[src/rtl/saci_slave_core.sv]
// saci_slave_core: SACI serial slave with configurable field widths.
// Deserialises command frames, runs the exec/ack handshake, serialises the response.
module saci_slave_core #(
  parameter int CMD_W       = 7,
  parameter int ADDR_W      = 12,
  parameter int DATA_W      = 32,
  parameter int ACK_TIMEOUT = 1024
) (
  input  logic              CLK,
  input  logic              rstL,
  input  logic              saciSelL,
  input  logic              saciCmd,
  output logic              saciRsp,
  output logic [CMD_W-1:0]  cmd,
  output logic [ADDR_W-1:0] addr,
  output logic [DATA_W-1:0] wrData,
  output logic              readL,
  output logic              exec,
  input  logic              ack,
  input  logic [DATA_W-1:0] rdData,
  output logic              rstOutL,
  output logic              timeout
);

  localparam int HDR_W = 1 + CMD_W + ADDR_W;
  localparam int RSP_W = HDR_W + DATA_W;
  localparam int CNT_W = $clog2(RSP_W + 1);
  localparam int TMO_W = $clog2(ACK_TIMEOUT);

  localparam logic [CNT_W-1:0] HDR_LAST = CNT_W'(HDR_W - 1);
  localparam logic [CNT_W-1:0] DAT_LAST = CNT_W'(DATA_W - 1);
  localparam logic [CNT_W-1:0] RSP_LAST = CNT_W'(RSP_W);
  localparam logic [TMO_W-1:0] TMO_LAST = TMO_W'(ACK_TIMEOUT - 1);

  typedef enum logic [2:0] {
    IDLE, HDR, DATA, EXEC, ACK_LOW, RESP, DONE
  } state_t;

  state_t state, nextState;

  logic [CNT_W-1:0]  bitCnt;
  logic [TMO_W-1:0]  tmoCnt;
  logic [HDR_W-2:0]  hdrSr;
  logic [DATA_W-2:0] dataSr;
  logic [RSP_W-1:0]  rspSr;
  logic [1:0]        rstSync;
  logic [HDR_W-1:0]  hdrFull;
  logic [DATA_W-1:0] dataFull;
  logic              waiting;
  logic              tmoHit;
  logic              stay;

  assign hdrFull  = {hdrSr, saciCmd};
  assign dataFull = {dataSr, saciCmd};
  assign waiting  = (state == EXEC) || (state == ACK_LOW);
  assign tmoHit   = waiting && !saciSelL && (tmoCnt == TMO_LAST);
  assign stay     = (nextState == state);

  always_ff @(posedge CLK or negedge rstL) begin
    if (!rstL) state <= IDLE;
    else       state <= nextState;
  end

  // Deselect aborts from any state; timeout outranks the handshake.
  always_comb begin
    nextState = state;
    if (state != IDLE && saciSelL) begin
      nextState = IDLE;
    end else begin
      unique case (state)
        IDLE:    if (!saciSelL && saciCmd) nextState = HDR;
        HDR:     if (bitCnt == HDR_LAST)
                   nextState = hdrFull[HDR_W-1] ? DATA : EXEC;
        DATA:    if (bitCnt == DAT_LAST) nextState = EXEC;
        EXEC:    if (tmoHit)   nextState = RESP;
                 else if (ack) nextState = ACK_LOW;
        ACK_LOW: if (tmoHit || !ack) nextState = RESP;
        RESP:    if (bitCnt == RSP_LAST) nextState = DONE;
        DONE:    nextState = DONE;
        default: nextState = IDLE;
      endcase
    end
  end

  always_comb begin
    exec = (state == EXEC);
  end

  always_ff @(posedge CLK or negedge rstL) begin
    if (!rstL) begin
      bitCnt  <= '0;
      tmoCnt  <= '0;
      hdrSr   <= '0;
      dataSr  <= '0;
      rspSr   <= '0;
      cmd     <= '0;
      addr    <= '0;
      wrData  <= '0;
      readL   <= 1'b1;
      saciRsp <= 1'b0;
      timeout <= 1'b0;
    end else begin
      timeout <= tmoHit;
      bitCnt  <= stay ? bitCnt + 1'b1 : '0;
      tmoCnt  <= (waiting && (nextState == EXEC || nextState == ACK_LOW))
                 ? tmoCnt + 1'b1 : '0;
      if (state == HDR) begin
        hdrSr <= hdrFull[HDR_W-2:0];
        if (!stay && nextState != IDLE) begin
          readL <= hdrFull[HDR_W-1];
          cmd   <= hdrFull[HDR_W-2 -: CMD_W];
          addr  <= hdrFull[ADDR_W-1:0];
        end
      end
      if (state == DATA) begin
        dataSr <= dataFull[DATA_W-2:0];
        if (nextState == EXEC) wrData <= dataFull;
      end
      if (tmoHit)
        rspSr <= {readL, cmd, addr, {DATA_W{1'b1}}};
      else if (state == EXEC && nextState == ACK_LOW)
        rspSr <= {readL, cmd, addr, readL ? wrData : rdData};
      else if (state == RESP && stay)
        rspSr <= rspSr << 1;
      if (nextState == RESP && !stay)
        saciRsp <= 1'b1;
      else if (state == RESP && stay)
        saciRsp <= rspSr[RSP_W-1];
      else
        saciRsp <= 1'b0;
    end
  end

  always_ff @(posedge CLK or negedge rstL) begin
    if (!rstL) rstSync <= 2'b00;
    else       rstSync <= {rstSync[0], 1'b1};
  end

  assign rstOutL = rstSync[1];

endmodule

[config.mk]
export PLATFORM = sky130hd
export DESIGN_NAME = saci_slave_core
export DESIGN_NICKNAME = d
export VERILOG_FILES = /design/src/rtl/saci_slave_core.sv
export SDC_FILE = /design/constraint.sdc
export NUM_CORES = 1
export LEC_CHECK = 0
export ABC_AREA = 1
export CELL_PAD_IN_SITES_DETAIL_PLACEMENT = 1
export CELL_PAD_IN_SITES_GLOBAL_PLACEMENT = 1
export CORE_ASPECT_RATIO = 1.25
export CORE_MARGIN = 2
export CORE_UTILIZATION = 45
export DETAILED_ROUTE_END_ITERATION = 8
export PLACE_DENSITY = 0.95
export REMOVE_ABC_BUFFERS = 1
export SLEW_MARGIN = 30
export SYNTH_ARGS = -nofsm -noshare
export SYNTH_HDL_FRONTEND = slang
export SYNTH_SLANG_ARGS = --single-unit
[constraint.sdc]
create_clock -name CLK -period 3.1 [get_ports CLK]
set_input_delay 0.465 -clock CLK [delete_from_list [all_inputs] [get_ports CLK]]
set_output_delay 0.465 -clock CLK [all_outputs]
set_load 0.05 [all_outputs]
==> metrics.csv <==
stage,metric,value,unit
status,status,"complete, no violations",
floorplanning,die extent in y,156,µm
floorplanning,core area,18200,µm²
timing,Worst Max-Slew Pin Slew,704,ps
synthesis,Post-Synth Adder-Cell Area,0.00449,
timing,Slew headroom,0.530,
synthesis,Yosys top cell by area,dfrtp_1,
power_and_ir_drop,Pleak,4.94,nW
synthesis,simple-gate share of the synthesized area,0.304,
synthesis,Synth area leaders,"dfrtp_1, nand2_1, nand3_1",
drt,Via Count,7488,
placed_design,RD Place Congestion,0.835,
synthesis,"Cell Area, Synth",8360,µm²
synthesis,Synth Instances,1015,
synthesis,Post-synth top cells,"nand2_1, dfrtp_1, nand3_1",
floorplanning,I/O pin cnt,93,
drt,1st-iter DRT viols,525,
worst_setup_path,Worst Path Arrival,3130,ps
drt,Post-DRT Antenna Nets,0,
drt,drt first pass iters,5,
clocking,CTS tree,yes,
clocking,htree depth,4,
clocking,clock latency at the later pin of the worst-skew pair,430,ps
floorplanning,row cnt,55,
clocking,clk sinks,177,
clocking,cts bufs inserted,17,
floorplanning,full die area,19700,µm²
min_path,HP Class,in2async,
worst_setup_path,CP top delay family,simple AND/OR/NAND/NOR gates,
power_and_ir_drop,Max IR drop VDD,0.000427,V
power_and_ir_drop,Pwr Density,669,nW/µm²
drt,DRT Wirelength,25300,µm
timing,period utilisation layout,0.910,
timing,Final Hold Vio Count,0,
timing,final setup skew,6.08,ps
global_routing,GR Overflow Total,0,
timing,minimum clock period,2820,ps
worst_setup_path,worst reg2reg startpoint,state[1]$_DFF_PN0_,
synthesis,Synth Area in Compound Gates,0.0475,
final_layout,share of post-route cells with drive strength above 1,0.0959,
drt,vias per cell,5.66,
worst_setup_path,CP bufs+invs,3,
worst_setup_path,critical path type,reg2reg,
floorplanning,Initial Util,0.460,
worst_setup_path,CP max-delay cell,dfrtp_1,
worst_setup_path,worst-path cell chain,inv_1 > nand2_1 > nor2_2 > inv_2 > nor2_1 > nor2_1 > nand2_2 > nand2_2 > nand4_4 > nand2_1 > inv_2 > nand2_8 > nand2_1 > nand2_1,
synthesis,ys async rst share,1.00,
synthesis,"Primary FF master, synth",dfrtp_1,
synthesis,"flops & latches, synth",177,
synthesis,top cell type's share of synthesized area,0.527,
clocking,CTS max path bufs,2,
global_routing,pin count of the biggest net entering global routing,71,
synthesis,post-synthesis xor/xnor area fraction,0.00314,
synthesis,Ys Warns,0,
worst_setup_path,crit path launch,state[1]$_DFF_PN0_,
clocking,CTS Hold Bufs,0,
synthesis,"count leader, synth",nand2_1,
worst_setup_path,Crit. End Element,flop,
global_routing,Global Route Usage Sum,0.265,
drt,DRC,0,
global_routing,initial antenna violation count,0,
job,Max Cap Violations,0,
worst_setup_path,Worst setup SP type,flop,
worst_setup_path,worst endpoint required time,3410,ps
synthesis,post-synthesis cell type count,32,
worst_setup_path,largest stage delay on the critical path,450,ps
timing,maximum clock rate,354,MHz
synthesis,Post-synth EDFFs,0,
floorplanning,die width,126,µm
placed_design,I/O Buffers,92,
placed_design,post-detail-place hpwl,15400,µm
worst_setup_path,Critical Path Most Common Cell,nand2_1,
final_layout,layout overhead on the synthesized area,19.9,%
drt,DR WL/cell,19.1,µm
timing,Max Transition Viols Final,0,
synthesis,main combinational cell family by area after synthesis,simple AND/OR/NAND/NOR gates,
final_layout,ant diodes,0,
timing,unrepaired setup endpoints after global routing,false,
synthesis,multiplexer share of the synthesized area,0.0430,
final_layout,NumNets Final,1122,
clocking,clk root buf,clkbuf_16,
timing,final setup fails,0,
worst_setup_path,worst-path maximum fanout,51,
placed_design,area post-placement,9430,µm²
final_layout,Final Cell Area,10000,µm²
global_routing,first-pass GRT wire length,42000,µm
global_routing,vias in the first global route,8213,
synthesis,mean post-synth cell area,8.23,µm²
synthesis,sequential fraction of the synthesis area,0.530,
clocking,clock transition at the registers of the reported paths,60,ps
power_and_ir_drop,Pwr Total,0.00670,W
==> state kept, by name, indices dropped and copies added (netlist names) <==
| register | flops |
|---|---|
| addr | 12 |
| timeout | 1 |
| tmoCnt | 10 |
| wrData | 32 |
| state | 3 |
| dataSr | 31 |
| rstSync | 2 |
| hdrSr | 19 |
| readL | 1 |
| saciRsp | 1 |
| rspSr | 52 |
| bitCnt | 6 |
| cmd | 7 |
==> stage by stage <==
stage          std cells  hold slack (ps)  TNS [ps]  worst slack (ps)  utilization
6_report            1323             6.18         0               278        0.551
5_1_grt             1323             62.3         0              35.7        0.551
4_1_cts             1323             54.8         0              41.4        0.551
3_5_place_dp        1291              336         0              90.9        0.519
3_3_place_gp        1291              333         0               249        0.519
2_1_floorplan        952              169    -63740             -1150            -
==> final timing paths <==
check / to / slack, ps / depth (start not counted)
max in group asynchronous: wrData[22]$_DFFE_PN0P_ / 2160 / 2
hold / removal: dataSr[0]$_DFFE_PN0P_ / 6 / 1
hold reg to reg: rstSync[1]$_DFF_PN0_ / 350 / 0
setup reg to reg: rspSr[2]$_DFFE_PN0P_ / 280 / 14
min in group CLK: rstSync[1]$_DFF_PN0_ / 350 / 0
setup / recovery: rspSr[2]$_DFFE_PN0P_ / 280 / 14
==> power breakdown <==
group	leakage [nW]	internal [W]	total, W	switching (W)
registers	2.43	0.00255	0.00281	0.000259
logic	2.23	0.000541	0.00176	0.00122
clock network	0.272	0.00122	0.00213	0.000907
==> placed cells by master (no fill, tap or decap), types with 2 or more instances in the layout <==
| master | instances |
|---|---|
| inv_2 | 5 |
| o21ai_1 | 16 |
| bufinv_16 | 2 |
| xor2_1 | 3 |
| nand4_1 | 34 |
| nor2_2 | 3 |
| clkbuf_8 | 2 |
| ha_1 | 3 |
| nand3_1 | 133 |
| mux2_2 | 31 |
| nor3b_1 | 2 |
| clkbuf_16 | 17 |
| clkinvlp_4 | 4 |
| a21oi_1 | 5 |
| o21ai_0 | 55 |
| dfrtp_1 | 176 |
| clkdlybuf4s50_1 | 91 |
| nor3_1 | 6 |
| nand2_2 | 9 |
| buf_4 | 18 |
| clkbuf_1 | 3 |
| inv_1 | 63 |
| clkinv_2 | 4 |
| nand2_1 | 367 |
| nand3_2 | 2 |
| nor2_1 | 29 |
==> worst reg2reg max path, cell delays in order, from the launching register on <==
cell	delay (ps)
dfrtp_1	450
inv_1	110
nand2_1	90
nor2_2	220
inv_2	210
nor2_1	200
nor2_1	80
nand2_2	100
nand2_2	130
nand4_4	130
nand2_1	90
inv_2	300
nand2_8	280
nand2_1	210
nand2_1	90
==> logic make-up (layout without fill, tap and decap cells) <==
group | count (synthesis) | count (layout)
other | 1 | 1
and+or+nand+nor | 589 | 589
adders and majority gates | 3 | 3
xor gates and xnor gates | 3 | 3
AOI/OAI and AO/OA | 78 | 78
buffers and inverters | 132 | 212
muxes | 32 | 32
DFF | 177 | 177
==> what timing repair did <==
| item | CTS | global route |
|---|---|---|
| setup buffers | 0 | 0 |
| hold endpoints to repair | 0 | 0 |
| setup endpoints to repair | 0 | 71 |
| resized for setup | 0 | 3 |
==> metal layers <==
metal  share of wire  global-route usage
met5               0                   0
met4           0.038               0.120
met3           0.032              0.0444
met2            0.54               0.479
met1            0.39               0.309
==> layout make-up <==
| type | instances | area [µm²] |
|---|---|---|
| Sequential cell | 177 | 4430 |
| Multi-Input combinational cell | 706 | 3390 |
| Fill cell | 2170 | 8150 |
| Timing Repair Buffer | 111 | 1080 |
| Clock inverter | 10 | 110 |
| Inverter | 69 | 259 |
| Clock buffer | 22 | 464 |
| Tap cell | 228 | 285 |
(Power assumes the default switching activity.)
